### config.mk
export PLATFORM = sky130hd
export DESIGN_NAME = uart_rx_flat
export DESIGN_NICKNAME = d
export VERILOG_FILES = /design/src/rtl/uart_pkg.sv /design/src/rtl/uart_rx_if.sv /design/src/rtl/uart_fifo.sv /design/src/rtl/uart_rx.sv /design/src/flat_wrapper.sv
export SDC_FILE = /design/constraint.sdc
export NUM_CORES = 1
export LEC_CHECK = 0
export CAP_MARGIN = 40
export CELL_PAD_IN_SITES_DETAIL_PLACEMENT = 0
export CELL_PAD_IN_SITES_GLOBAL_PLACEMENT = 2
export CORE_MARGIN = 4
export CORE_UTILIZATION = 48
export DETAILED_ROUTE_END_ITERATION = 10
export PLACE_DENSITY = 0.88
export SLEW_MARGIN = 10
export SYNTH_ARGS = -nofsm -noshare
export SYNTH_HDL_FRONTEND = slang
export SYNTH_HIERARCHICAL = 1
export SYNTH_SLANG_ARGS = --single-unit
export TNS_END_PERCENT = 1
### constraint.sdc
create_clock -name aclk -period 5 [get_ports aclk]
set_clock_uncertainty 0.1 [all_clocks]
set_input_delay 1 -clock aclk [delete_from_list [all_inputs] [get_ports aclk]]
set_output_delay 1 -clock aclk [all_outputs]
set_load 0.02 [all_outputs]
### src/rtl/uart_pkg.sv
// UART receiver shared definitions.
// Parity/stop codes, FSM states and config field layout.
package uart_pkg;

  typedef enum logic [2:0] {
    S_IDLE,
    S_START,
    S_DATA,
    S_PAR,
    S_STOP,
    S_PUSH
  } state_t;

  localparam logic [2:0] PAR_NONE  = 3'd0;
  localparam logic [2:0] PAR_EVEN  = 3'd1;
  localparam logic [2:0] PAR_ODD   = 3'd2;
  localparam logic [2:0] PAR_MARK  = 3'd3;
  localparam logic [2:0] PAR_SPACE = 3'd4;

  localparam logic STOP_ONE = 1'b0;
  localparam logic STOP_TWO = 1'b1;

  localparam int CFG_PRE_LSB  = 0;
  localparam int CFG_PAR_LSB  = 16;
  localparam int CFG_BSZ_LSB  = 19;
  localparam int CFG_STOP_BIT = 23;
  localparam int CFG_EN_BIT   = 25;

  typedef struct packed {
    logic        rx_en;
    logic        stop;
    logic [3:0]  bsz;
    logic [2:0]  par;
    logic [15:0] pre;
  } cfg_t;

  function automatic cfg_t cfg_parse(
    input logic [26:0] d
  );
    cfg_t c;
    c.rx_en = d[CFG_EN_BIT];
    c.stop  = d[CFG_STOP_BIT];
    c.bsz   = d[CFG_BSZ_LSB +: 4];
    c.par   = d[CFG_PAR_LSB +: 3];
    c.pre   = d[CFG_PRE_LSB +: 16];
    return c;
  endfunction

  function automatic logic [15:0] eff_pre(
    input logic [15:0] p
  );
    return (p < 16'd2) ? 16'd2 : p;
  endfunction

  // 4-bit field: 0 encodes 16, values below 5 clamp to 5
  function automatic logic [4:0] eff_bsz(
    input logic [3:0] b
  );
    if (b == 4'd0) return 5'd16;
    if (b < 4'd5) return 5'd5;
    return {1'b0, b};
  endfunction

endpackage

### src/rtl/uart_rx_if.sv
// Config and receive-data AXI-Stream bundle
// of the UART receiver.
interface uart_rx_if;
  logic [26:0] s_axis_config_tdata;
  logic        s_axis_config_tvalid;
  logic        s_axis_config_tready;
  logic [15:0] m_axis_tdata;
  logic [2:0]  m_axis_tuser;
  logic        m_axis_tvalid;
  logic        m_axis_tready;

  modport slave (
    input  s_axis_config_tdata,
    input  s_axis_config_tvalid,
    output s_axis_config_tready,
    output m_axis_tdata,
    output m_axis_tuser,
    output m_axis_tvalid,
    input  m_axis_tready
  );

  modport master (
    output s_axis_config_tdata,
    output s_axis_config_tvalid,
    input  s_axis_config_tready,
    input  m_axis_tdata,
    input  m_axis_tuser,
    input  m_axis_tvalid,
    output m_axis_tready
  );
endinterface

### src/rtl/uart_fifo.sv
// Show-ahead FIFO for received words;
// output reads zero while empty.
module uart_fifo #(
  parameter int DATA_WIDTH = 19,
  parameter int DEPTH      = 16,
  parameter int AW         = $clog2(DEPTH)
) (
  input  logic                  aclk,
  input  logic                  aresetn,
  input  logic                  wr_en,
  input  logic [DATA_WIDTH-1:0] wr_data,
  output logic                  full,
  input  logic                  rd_en,
  output logic [DATA_WIDTH-1:0] rd_data,
  output logic                  empty,
  output logic [AW:0]           count
);

  logic [DATA_WIDTH-1:0] mem [DEPTH];
  logic [AW-1:0] wptr;
  logic [AW-1:0] rptr;
  logic wr_ok;
  logic rd_ok;

  assign full    = (count == (AW+1)'(DEPTH));
  assign empty   = (count == '0);
  assign wr_ok   = wr_en && !full;
  assign rd_ok   = rd_en && !empty;
  assign rd_data = empty ? '0 : mem[rptr];

  always_ff @(posedge aclk) begin
    if (wr_ok) mem[wptr] <= wr_data;
  end

  always_ff @(posedge aclk or negedge aresetn) begin
    if (!aresetn) begin
      wptr  <= '0;
      rptr  <= '0;
      count <= '0;
    end else begin
      if (wr_ok) wptr <= wptr + 1'b1;
      if (rd_ok) rptr <= rptr + 1'b1;
      unique case ({wr_ok, rd_ok})
        2'b10:   count <= count + 1'b1;
        2'b01:   count <= count - 1'b1;
        default: count <= count;
      endcase
    end
  end

endmodule

### src/rtl/uart_rx.sv
// UART receiver: oversampling bit timer FSM
// feeding a flagged-word FIFO.
module uart_rx
  import uart_pkg::*;
#(
  parameter int BAUD_PRESCALER = 12,
  parameter int PARITY         = 0,
  parameter int BYTE_SIZE      = 8,
  parameter int STOP_BITS      = 0,
  parameter int FIFO_DEPTH     = 16
) (
  input  logic        aclk,
  input  logic        aresetn,
  uart_rx_if.slave    bus,
  output logic [31:0] rx_data_count,
  input  logic        rxd,
  output logic        rtsn
);

  localparam int AW = $clog2(FIFO_DEPTH);

  localparam cfg_t CFG_RST = '{
    rx_en: 1'b1,
    stop:  1'(STOP_BITS),
    bsz:   4'(BYTE_SIZE),
    par:   3'(PARITY),
    pre:   16'(BAUD_PRESCALER)
  };

  state_t state;
  state_t nxt;
  cfg_t cfg;
  cfg_t fcfg;

  logic rx_s1;
  logic rx_s2;
  logic rx_q;
  logic fall;

  logic [15:0] tmr;
  logic [4:0]  cnt;
  logic [15:0] word;
  logic expire;
  logic start;
  logic push;
  logic pe;
  logic fe;
  logic ovr;
  logic has_par;
  logic par_exp;
  logic last_bit;
  logic last_stop;

  logic          f_full;
  logic          f_empty;
  logic [18:0]   f_rd;
  logic [AW:0]   f_cnt;
  logic          unused_fcfg;

  assign unused_fcfg = fcfg.rx_en;

  always_ff @(posedge aclk or negedge aresetn) begin
    if (!aresetn) begin
      rx_s1 <= 1'b1;
      rx_s2 <= 1'b1;
      rx_q  <= 1'b1;
    end else begin
      rx_s1 <= rxd;
      rx_s2 <= rx_s1;
      rx_q  <= rx_s2;
    end
  end

  assign fall   = rx_q && !rx_s2;
  assign expire = (tmr == 16'd1);

  assign bus.s_axis_config_tready = (state == S_IDLE);

  always_ff @(posedge aclk or negedge aresetn) begin
    if (!aresetn) begin
      cfg <= CFG_RST;
    end else if (bus.s_axis_config_tvalid &&
                 bus.s_axis_config_tready) begin
      cfg <= cfg_parse(bus.s_axis_config_tdata);
    end
  end

  assign has_par   = (fcfg.par >= PAR_EVEN) &&
                     (fcfg.par <= PAR_SPACE);
  assign last_bit  = (cnt == eff_bsz(fcfg.bsz) - 5'd1);
  assign last_stop = (cnt == {4'd0, fcfg.stop});

  always_comb begin
    par_exp = 1'b0;
    unique case (1'b1)
      fcfg.par == PAR_EVEN: par_exp = ^word;
      fcfg.par == PAR_ODD:  par_exp = ~^word;
      fcfg.par == PAR_MARK: par_exp = 1'b1;
      default:              par_exp = 1'b0;
    endcase
  end

  always_ff @(posedge aclk or negedge aresetn) begin
    if (!aresetn) state <= S_IDLE;
    else          state <= nxt;
  end

  always_comb begin
    nxt   = state;
    start = 1'b0;
    push  = 1'b0;
    unique case (state)
      S_IDLE: begin
        if (cfg.rx_en && fall) begin
          nxt   = S_START;
          start = 1'b1;
        end
      end
      S_START: begin
        if (expire) nxt = rx_s2 ? S_IDLE : S_DATA;
      end
      S_DATA: begin
        if (expire && last_bit)
          nxt = has_par ? S_PAR : S_STOP;
      end
      S_PAR: begin
        if (expire) nxt = S_STOP;
      end
      S_STOP: begin
        if (expire && last_stop) nxt = S_PUSH;
      end
      S_PUSH: begin
        push = 1'b1;
        nxt  = S_IDLE;
      end
      default: nxt = S_IDLE;
    endcase
  end

  always_ff @(posedge aclk or negedge aresetn) begin
    if (!aresetn) begin
      tmr  <= '0;
      cnt  <= '0;
      word <= '0;
      fcfg <= CFG_RST;
      pe   <= 1'b0;
      fe   <= 1'b0;
      ovr  <= 1'b0;
    end else begin
      if (start) begin
        tmr  <= eff_pre(cfg.pre) >> 1;
        fcfg <= cfg;
        cnt  <= '0;
        word <= '0;
      end else if (state != S_IDLE &&
                   state != S_PUSH) begin
        if (expire) begin
          tmr <= eff_pre(fcfg.pre);
          cnt <= (nxt == state) ? cnt + 5'd1 : 5'd0;
          if (state == S_DATA)
            word[cnt[3:0]] <= rx_s2;
          if (state == S_PAR && rx_s2 != par_exp)
            pe <= 1'b1;
          if (state == S_STOP && !rx_s2)
            fe <= 1'b1;
        end else begin
          tmr <= tmr - 16'd1;
        end
      end
      // a dropped word arms overrun for the next stored one
      if (push) begin
        pe  <= 1'b0;
        fe  <= 1'b0;
        ovr <= f_full;
      end
    end
  end

  uart_fifo #(
    .DATA_WIDTH (19),
    .DEPTH      (FIFO_DEPTH)
  ) u_fifo (
    .aclk    (aclk),
    .aresetn (aresetn),
    .wr_en   (push),
    .wr_data ({ovr, fe, pe, word}),
    .full    (f_full),
    .rd_en   (bus.m_axis_tready),
    .rd_data (f_rd),
    .empty   (f_empty),
    .count   (f_cnt)
  );

  assign bus.m_axis_tvalid = !f_empty;
  assign bus.m_axis_tdata  = f_rd[15:0];
  assign bus.m_axis_tuser  = f_rd[18:16];
  assign rx_data_count     = 32'(f_cnt);

  always_ff @(posedge aclk or negedge aresetn) begin
    if (!aresetn) begin
      rtsn <= 1'b1;
    end else begin
      rtsn <= (rx_data_count >= 32'(FIFO_DEPTH - 2)) ||
              !cfg.rx_en;
    end
  end

endmodule
### src/flat_wrapper.sv
// flat-port wrapper written by rule: the top's interface ports become plain ports
module uart_rx_flat import uart_pkg::*;
#(
  parameter int BAUD_PRESCALER = 12,
  parameter int PARITY         = 0,
  parameter int BYTE_SIZE      = 8,
  parameter int STOP_BITS      = 0,
  parameter int FIFO_DEPTH     = 16
)
  (aclk, aresetn, rx_data_count, rxd, rtsn, bus_s_axis_config_tdata, bus_s_axis_config_tvalid, bus_s_axis_config_tready, bus_m_axis_tdata, bus_m_axis_tuser, bus_m_axis_tvalid, bus_m_axis_tready);
  uart_rx_if bus_i ();
  input  logic aclk;
  input  logic aresetn;
  output logic [31:0] rx_data_count;
  input  logic rxd;
  output logic rtsn;
  input wire logic [$bits(bus_i.s_axis_config_tdata)-1:0] bus_s_axis_config_tdata;
  input wire logic [$bits(bus_i.s_axis_config_tvalid)-1:0] bus_s_axis_config_tvalid;
  output wire logic [$bits(bus_i.s_axis_config_tready)-1:0] bus_s_axis_config_tready;
  output wire logic [$bits(bus_i.m_axis_tdata)-1:0] bus_m_axis_tdata;
  output wire logic [$bits(bus_i.m_axis_tuser)-1:0] bus_m_axis_tuser;
  output wire logic [$bits(bus_i.m_axis_tvalid)-1:0] bus_m_axis_tvalid;
  input wire logic [$bits(bus_i.m_axis_tready)-1:0] bus_m_axis_tready;
  assign bus_i.s_axis_config_tdata = bus_s_axis_config_tdata;
  assign bus_i.s_axis_config_tvalid = bus_s_axis_config_tvalid;
  assign bus_s_axis_config_tready = bus_i.s_axis_config_tready;
  assign bus_m_axis_tdata = bus_i.m_axis_tdata;
  assign bus_m_axis_tuser = bus_i.m_axis_tuser;
  assign bus_m_axis_tvalid = bus_i.m_axis_tvalid;
  assign bus_i.m_axis_tready = bus_m_axis_tready;
  uart_rx #(.BAUD_PRESCALER(BAUD_PRESCALER), .PARITY(PARITY), .BYTE_SIZE(BYTE_SIZE), .STOP_BITS(STOP_BITS), .FIFO_DEPTH(FIFO_DEPTH)) u_core (.aclk(aclk), .aresetn(aresetn), .bus(bus_i), .rx_data_count(rx_data_count), .rxd(rxd), .rtsn(rtsn));
endmodule
Word-level counts from Yosys, hierarchy flattened
Memories as Yosys holds them, arrays and structs flattened.
Cells that the tools add are included.
- register bits after elaboration: 109
- latch bits: 0
- memory bits (writable): 304
- memory bits (read-only): 0
- input bits: 32
- word-level logic and storage cells: 141
- memories kept: 1
- memory list (memory ; depth ; bits a word ; rd ports ; clocked after Yosys merged registers in ; wr ports ; line ; text):
    u_core.u_fifo.mem ; 16 ; 19 ; 1 ; 0 ; 1 ; uart_fifo.sv:19 ; logic [DATA_WIDTH-1:0] mem [DEPTH];
- $add $sub $neg: 7
- multiply operators: 0
- divide/modulo/power cells: 0
- $lt $le $gt $ge: 8
- equality and inequality tests: 18
- shift-type cells: 0
- mux-type cells: 49
- bitwise operators: 0
- reduce and logical (&&, ||, !) cells: 35
- operators by type and width (cell ; count):
    16-bit 2-to-1 mux ; 9
    5-bit 2-to-1 mux ; 8
    16-bit by 2-bit less-than comparator with 1-bit output, second input constant ; 2
    1-bit 2-to-1 mux ; 19
    19-bit 2-to-1 mux ; 1
    3-bit 2-to-1 mux ; 6
    16-bit bitwise mux ; 1
    16-bit by 1-bit == test with 1-bit output, second input constant ; 1
    2-bit nonzero test ; 8
    16-bit XNOR reduction ; 1
    16-bit parity ; 1
    16-bit by 1-bit subtractor with 16-bit output, second input constant ; 1
    3-bit case mux with 5 select lines ; 1
    3-bit by 2-bit == test with 1-bit output, second input constant ; 4
    1-bit logical AND ; 12
    5-bit by 1-bit adder with 5-bit output, second input constant ; 2
    5-bit case mux with 2 select lines ; 1
    5-bit by 1-bit subtractor with 5-bit output, second input constant ; 2
    4-bit by 1-bit adder with 4-bit output, second input constant ; 2
    4-bit AND reduction ; 2
    3-bit by 1-bit == test with 1-bit output, second input constant ; 2
    3-bit == test, second input constant ; 2
    5-bit by 1-bit == test with 1-bit output ; 1
    5-bit == test ; 1
    other kinds (24) ; 27

Logic depth before layout (Yosys ltp)
Gate-level depths: netlist of run 1.
- word-level depth: 15
- depth in mapped cells: 14
- mapped depth without buffers: 12

Hierarchy
The synthesis of run 1 kept the hierarchy.
- modules (own cells, without submodules) (module ; instances ; cells each ; area an instance (um^2) ; seq. area each (um^2)):
    uart_fifo ; 1 ; 593 ; 12614.6 ; 9454.1
    uart_rx ; 1 ; 545 ; 5106.1 ; 2416.1

Worst setup path after synthesis of run 1
OpenSTA, ideal clock, no wires.
- kind: flip-flop to flip-flop
- start: register u_core.state[0]
- end: memory u_core.u_fifo.mem[3][0], enable pin
- setup time: 0.419 ns
- data arrival time: 2.879 ns
- data required time: 4.481 ns
- path slack: 1.602 ns
- cell stages (with the launch flop): 8
- buffers on the path: 1
- clock period less this slack: 3.398 ns
- path through: dfrtp_1 -> clkbuf_1 -> inv_1 -> or2_2 -> inv_1 -> a21boi_2 -> nand2_1 -> nor3_1
- cells in the longest elaborated chain, start to end: 5
- RTL lines (what ; line ; text):
    start: declaration ; uart_rx.sv:30 ; state_t state;
    start signal: assignment ; uart_rx.sv:105 ; else state <= nxt;
    3-bit == test ; uart_rx.sv:112 ; unique case (state)
    1-bit 2-to-1 mux ; uart_rx.sv:112 ;
    via u_core.push ; uart_rx.sv:45 ; logic push;
    1-bit logical AND ; uart_fifo.sv:27 ; assign wr_ok = wr_en && !full;
    1-bit 2-to-1 mux ; uart_fifo.sv:32 ; if (wr_ok) mem[wptr] <= wr_data;
    1-bit 2-to-1 mux (not written as such) ; uart_fifo.sv:32 ;
    end: declaration ; uart_fifo.sv:19 ;
The timed path passes the listed nets, and every way through them passes these cells.

Final worst setup path of run 1
- start: register u_core.u_fifo.rptr[1]
- end: output port bus_m_axis_tdata[3]
- cells in the longest elaborated chain, start to end: 2
- RTL lines (what ; line ; text):
    start: declaration ; uart_fifo.sv:21 ; logic [AW-1:0] rptr;
    start signal: assignment ; uart_fifo.sv:42 ; if (rd_ok) rptr <= rptr + 1'b1;
    memory 16 x 19 bit ; n/a ;
    19-bit 2-to-1 mux ; uart_fifo.sv:29 ; assign rd_data = empty ? '0 : mem[rptr];
    end: declaration ; flat_wrapper.sv:20 ; output wire logic [$bits(bus_i.m_axis_tdata)-1:0] bus_m_axis_tdata;
Every way passes these cells.

==> impl_metrics.json, run 1 <==
{
  "status": "finished clean",
  "grt_max_degree": 58,
  "grt_pass1_vias": 9958,
  "slew_headroom_pct": 46.2,
  "coreArea_um2": 36500,
  "setup_viol": 0,
  "holdBufCountCts": 0,
  "drt_iter0_markers": 874,
  "slowest_stage": "dfrtp_4",
  "ys.flop_type": "edfxtp_1",
  "cts_root_buf": "clkbuf_16",
  "area_growth_pct": 13.9,
  "async_flop_share_pct": 26.4,
  "routed_wl_um": 36700,
  "final_common_cell": "edfxtp_1",
  "grt_pass1_wl_um": 58200,
  "final_cells": 1712,
  "slew_violations": 0,
  "path_depth": 6,
  "drcViolationCount": 0,
  "ir_drop_mv": 0.306,
  "clk_pin_slew_ns": 0.06,
  "min_path_type": "reg2reg",
  "reg2reg_to": "u_core/u_fifo/count[4]",
  "path_delay_family": "buffers and inverters",
  "syn_avg_cell_area_um2": 15.6,
  "cts_made_buffers": 42,
  "hpwl_um": 22300,
  "min_period_over_period_pct": 91.2,
  "power_density_nw_per_um2": 510,
  "clock_latency_ns": 0.55,
  "die_area_um2": 40100,
  "fp.dieH_um": 200,
  "ios": 86,
  "worstSetupEndpoint": "bus_m_axis_tdata[3]",
  "num_vias": 9774,
  "endpoint_kind": "primary output",
  "htree_levels": 2,
  "initial_core_util_pct": 48.5,
  "fillCellCount": 2843,
  "crit_type": "reg2out",
  "io_buffers": 56,
  "cts.sinks": 413,
  "ctsResizeCount": 0,
  "final_nets": 1259,
  "netlist_area_um2": 17700,
  "cp.required_ns": 3.90,
  "dp.cells": 1635,
  "synth_edf_count": 304,
  "timing.final.hold_violations": 0,
  "rows": 70,
  "grt_use_total_pct": 18.3,
  "design_area_um2": 20200,
  "fmax_mhz": 219,
  "startpoint_type": "flip-flop",
  "grt_overflow": 0,
  "avgViaCountPerCell": 5.71,
  "leakagePower_nw": 7.00,
  "whs_path_depth": 0,
  "synth-seq-cells": 413,
  "cp_max_fo": 43,
  "crit_chain": "buf_4, mux4_2, nor2b_1, a211oi_2, a211oi_1, clkdlybuf4s50_1",
  "clock_path_buffers": 3,
  "critPathMaxStageDelay_ns": 0.95,
  "cts_tree": "built",
  "die_w_um": 200,
  "r2r_start": "u_core/state[1]",
  "wl_per_cell_um": 21.4,
  "worstPathBufferInverterCount": 2,
  "worstMarginPinSlew_ns": 0.801,
  "dp_worst_setup_slack_ns": 0.952,
  "antenna_found_initial": 0,
  "maxCapViolCount": 0,
  "synth_cell_types": 70,
  "postPlaceCellArea_um2": 18800,
  "arrival_ns": 3.46,
  "ant_nets": 0,
  "reg2reg_slack_ns": 1.50,
  "drive_gt1_share_pct": 20.8,
  "finalSetupTns_ns": 0,
  "reg2regPathDepth": 12,
  "post_cts_buffers": 0,
  "critPathLaunch": "u_core/u_fifo/rptr[1]",
  "postSynthCellCount": 1138,
  "final_cell_mix": "edfxtp_1, nand2_1, dfrtp_1, mux4_2, o21ai_0",
  "place.gp.congestion": 0.789,
  "setup_ws_ns": 0.441,
  "drt_first_pass_iters": 5,
  "yosys_warnings": 6,
  "yosysSeqAreaShare_pct": 67.0,
  "fin_crit_ns": 4.56,
  "antenna_cells": 0,
  "rsz0062_at_grt": "false"
}
[where the power goes]
group / total [mW] / switching, mW / internal [mW]
logic: 2.49 / 1.21 / 1.29
registers: 4.63 / 0.624 / 4.00
clock network: 3.17 / 1.30 / 1.87
total: 10.3 / 3.13 / 7.16
[worst min path at each step]
stage,from,endpoint,slack (ns)
2_1_floorplan,u_core/rx_s1,u_core/rx_s2,0.25
3_3_place_gp,u_core/rx_s1,u_core/rx_s2,0.25
3_5_place_dp,u_core/rx_s1,u_core/rx_s2,0.25
4_1_cts,u_core/rx_s1,u_core/rx_s2,0.26
5_1_grt,u_core/rx_s1,u_core/rx_s2,0.26
6_report,u_core/rx_s1,u_core/rx_s2,0.26
[state kept, by name, indices dropped and copies added (netlist names)]
register and cells:
u_core/fe 1, u_core/cfg 25, u_core/tmr 16, u_core/rtsn 1, u_core/u_fifo/rptr 4, u_core/u_fifo/mem 304, u_core/u_fifo/count 5, u_core/state 3
u_core/pe 1, u_core/u_fifo/wptr 4, u_core/cnt 5, u_core/rx_s1 1, u_core/fcfg 24, u_core/ovr 1, u_core/word 16, u_core/rx_s2 1
u_core/rx_q 1
[per-layer routing]
metal	vias to the layer above	routed length, um	global-route usage [%]
met1	4970	15700	25.6
met2	294	18200	30.6
met5	-	0	0
met3	48	2110	2.67
met4	0	706	4.79
li1	4462	-	-
[cell type report]
type	instances	area [um2]	share of cell area [%]
Sequential cell	413	11900	58.9
Multi-Input combinational cell	645	5370	26.6
Clock buffer	56	1130	5.62
Timing Repair Buffer	89	871	4.31
Tap cell	468	586	2.90
Clock inverter	21	273	1.35
Inverter	20	75.1	0.372
[stage by stage]
stage	hold slack [ns]	power (mW)	utilization [%]
finish	0.257	10.3	55.3
global route	0.263	10.8	55.3
detailed placement	0.250	7.23	51.4
CTS	0.258	10.4	55.3
floorplan	0.245	6.41	-
global placement	0.246	7.16	51.3
[cells in the mapped netlist (all sizes together), types with 6 or more instances]
cell / n / share of area, %
mux2i: 24 / 1.4
clkbuf: 23 / 0.49
or3: 7 / 0.25
ha: 16 / 1.1
a211oi: 38 / 1.9
mux2: 29 / 1.8
inv: 20 / 0.42
dfrtp: 98 / 14
nand2: 100 / 2.1
dfstp: 11 / 1.6
nor2b: 23 / 0.81
nand2b: 6 / 0.21
a21oi: 42 / 1.2
o21ai: 59 / 1.7
a31oi: 6 / 0.21
nand4: 7 / 0.25
mux4: 74 / 9.4
nand3: 19 / 0.54
nor2: 44 / 0.96
or4: 7 / 0.34
xor2: 11 / 0.54
xnor2: 27 / 1.3
nor4: 16 / 0.68
edfxtp: 304 / 52
buf: 63 / 2.6
or2: 6 / 0.21
nor3: 12 / 0.37
[kinds of logic (layout without fill, tap and decap cells)]
logic type	count (synthesis)	in the layout	synth area share (%)
flops	413	413	67.0
simple gates	258	258	7.22
compound gates	179	179	6.58
mux	127	127	12.6
buf+inv	106	186	3.56
xor+xnor	38	38	1.88
fa+ha+maj	16	16	1.13
other cells	1	27	0.0212
Power figures use the tool's default switching activity.
==> run 2, diff against run 1 <==
--- a/config.mk
+++ b/config.mk
@@ -5,6 +5,7 @@
 export SDC_FILE = /design/constraint.sdc
 export NUM_CORES = 1
 export LEC_CHECK = 0
+export ABC_CLOCK_PERIOD_IN_PS = 5000
 export CAP_MARGIN = 40
 export CELL_PAD_IN_SITES_DETAIL_PLACEMENT = 0
 export CELL_PAD_IN_SITES_GLOBAL_PLACEMENT = 2
==> results of run 2 <==
The final DEF is identical to that of run 1; final timing and power are the same.
==> run 3, diff against run 2 <==
--- a/config.mk
+++ b/config.mk
@@ -11,6 +11,7 @@
 export CELL_PAD_IN_SITES_GLOBAL_PLACEMENT = 2
 export CORE_MARGIN = 4
 export CORE_UTILIZATION = 48
+export CTS_CLUSTER_DIAMETER = 60
 export DETAILED_ROUTE_END_ITERATION = 10
 export PLACE_DENSITY = 0.88
 export SLEW_MARGIN = 10
==> run 3 against run 2 <==
Against the previous run:
- combinational power is essentially flat
- non-clock buffer count is the same
- routed wire length shrank 0.58%
- cell count is essentially flat
- die area is the same
- design area grew 0.16%
- fmax shrank 0.75%
- largest power group unchanged
- largest cell class unchanged
- sequential share of layout area shrank 0.095 points
==> impl_metrics.json, run 3 (synthesis gave the netlist of run 1 again) <==
{
  "postPlaceCellArea_um2": 18800,
  "drive_gt1_share_pct": 20.9,
  "fillCellCount": 2833,
  "holdWs_ns": 0.257,
  "reg2regPathDepth": 12,
  "post_cts_buffers": 0,
  "finalPower_mw": 10.3,
  "min_path_type": "reg2reg",
  "finalSetupTns_ns": 0,
  "setup_ws_ns": 0.406,
  "largest_reg_flops": 304,
  "status": "finished clean",
  "startpoint_type": "flip-flop",
  "power_density_nw_per_um2": 511,
  "drcViolationCount": 0,
  "largest-register": "u_core/u_fifo/mem",
  "avgViaCountPerCell": 5.73,
  "worstMarginPinSlew_ns": 0.809,
  "holdBufCountCts": 0,
  "drt_iter0_markers": 883,
  "rsz0062_at_grt": "false",
  "reg2reg_slack_ns": 1.49,
  "cts_tree": "built",
  "initial_core_util_pct": 48.5,
  "place.gp.congestion": 0.789,
  "leakagePower_nw": 7.02,
  "dp.cells": 1635,
  "cts_made_buffers": 43,
  "antenna_found_initial": 0,
  "ctsResizeCount": 0,
  "top_regs": "u_core/u_fifo/mem: 304 flops, u_core/cfg: 25 flops, u_core/fcfg: 24 flops",
  "cp.required_ns": 3.90,
  "io_buffers": 56,
  "grt_pass1_vias": 10000,
  "dp_worst_setup_slack_ns": 0.952,
  "min_period_over_period_pct": 91.9,
  "area_growth_pct": 14.1,
  "final_cells": 1713,
  "whs_path_depth": 0,
  "slew_violations": 0,
  "design_area_um2": 20200,
  "antenna_cells": 0,
  "die_area_um2": 40100,
  "fin_util_pct": 55.4,
  "final_nets": 1260,
  "arrival_ns": 3.49,
  "grt_pass1_wl_um": 58100,
  "cp_max_fo": 43,
  "wl_per_cell_um": 21.3,
  "setup_viol": 0,
  "fp.dieH_um": 200,
  "grt_use_total_pct": 18.3,
  "htree_levels": 2,
  "coreArea_um2": 36500,
  "slew_headroom_pct": 46.1,
  "clk_pin_slew_ns": 0.06,
  "cts.sinks": 413,
  "hpwl_um": 22300,
  "die_w_um": 200,
  "grt_max_degree": 58,
  "ant_nets": 0,
  "routed_wl_um": 36500,
  "crit_type": "reg2out",
  "ir_drop_mv": 0.334,
  "rows": 70,
  "maxCapViolCount": 0,
  "endpoint_kind": "primary output",
  "num_vias": 9811,
  "timing.final.hold_violations": 0,
  "final_cell_mix": "edfxtp_1, nand2_1, dfrtp_1, mux4_2, o21ai_0",
  "grt_overflow": 0,
  "clock_latency_ns": 0.56,
  "final_common_cell": "edfxtp_1",
  "ios": 86,
  "fin_crit_ns": 4.59,
  "fmax_mhz": 218,
  "clock_path_buffers": 3,
  "drt_first_pass_iters": 7,
  "cts_root_buf": "clkbuf_16"
}
==> run 3: changes by cell type in the layout (fill, tap and decap cells not counted), sizes merged <==
| cell | previous run | this run |
|---|---|---|
| clkbuf | 56 | 53 |
| clkinv | 13 | 16 |
| inv | 23 | 24 |
==> run 3: routing by layer <==
layer / track usage (%) / vias to the layer above / part of all wire [%]
met5: 0 / - / 0
met4: 4.57 / 0 / 2.1
met3: 3.25 / 56 / 5.1
met2: 30.8 / 251 / 50
met1: 25.0 / 5038 / 43
li1: - / 4466 / -
==> run 3: worst paths after layout <==
path | start | end
setup / recovery | u_core/u_fifo/rptr[1] | bus_m_axis_tdata[3]
hold / removal | u_core/rx_s1 | u_core/rx_s2
setup reg to reg | u_core/state[1] | u_core/u_fifo/count[4]
hold reg to reg | u_core/rx_s1 | u_core/rx_s2
max in group asynchronous | aresetn | u_core/rtsn
min in group asynchronous | aresetn | u_core/fcfg[19]
==> run 3: area by class of cell <==
| cell class | count | area (um2) | area share (%) |
|---|---|---|---|
| sequential | 413 | 11900 | 58.8 |
| inverter | 20 | 75.1 | 0.371 |
| clock inverter | 25 | 312 | 1.54 |
| multi-input combinational | 645 | 5370 | 26.6 |
| timing repair buffer | 89 | 871 | 4.31 |
| clock buffer | 53 | 1130 | 5.58 |
| tap | 468 | 586 | 2.90 |
==> run 3: report_power, final <==
part           switching, mW  total [mW]  internal [mW]  leakage [nW]
clock                   1.31        3.20           1.89         0.705
combinational           1.20        2.49           1.29          2.24
sequential             0.624        4.63           4.00          4.07
==> run 3: critical path, stage by stage (launching register included) <==
cell and delay (ns):
dfrtp_4 0.94, buf_4 0.40, mux4_2 0.54, nor2b_1 0.17, a211oi_2 0.21, a211oi_1 0.09
clkdlybuf4s50_1 0.56
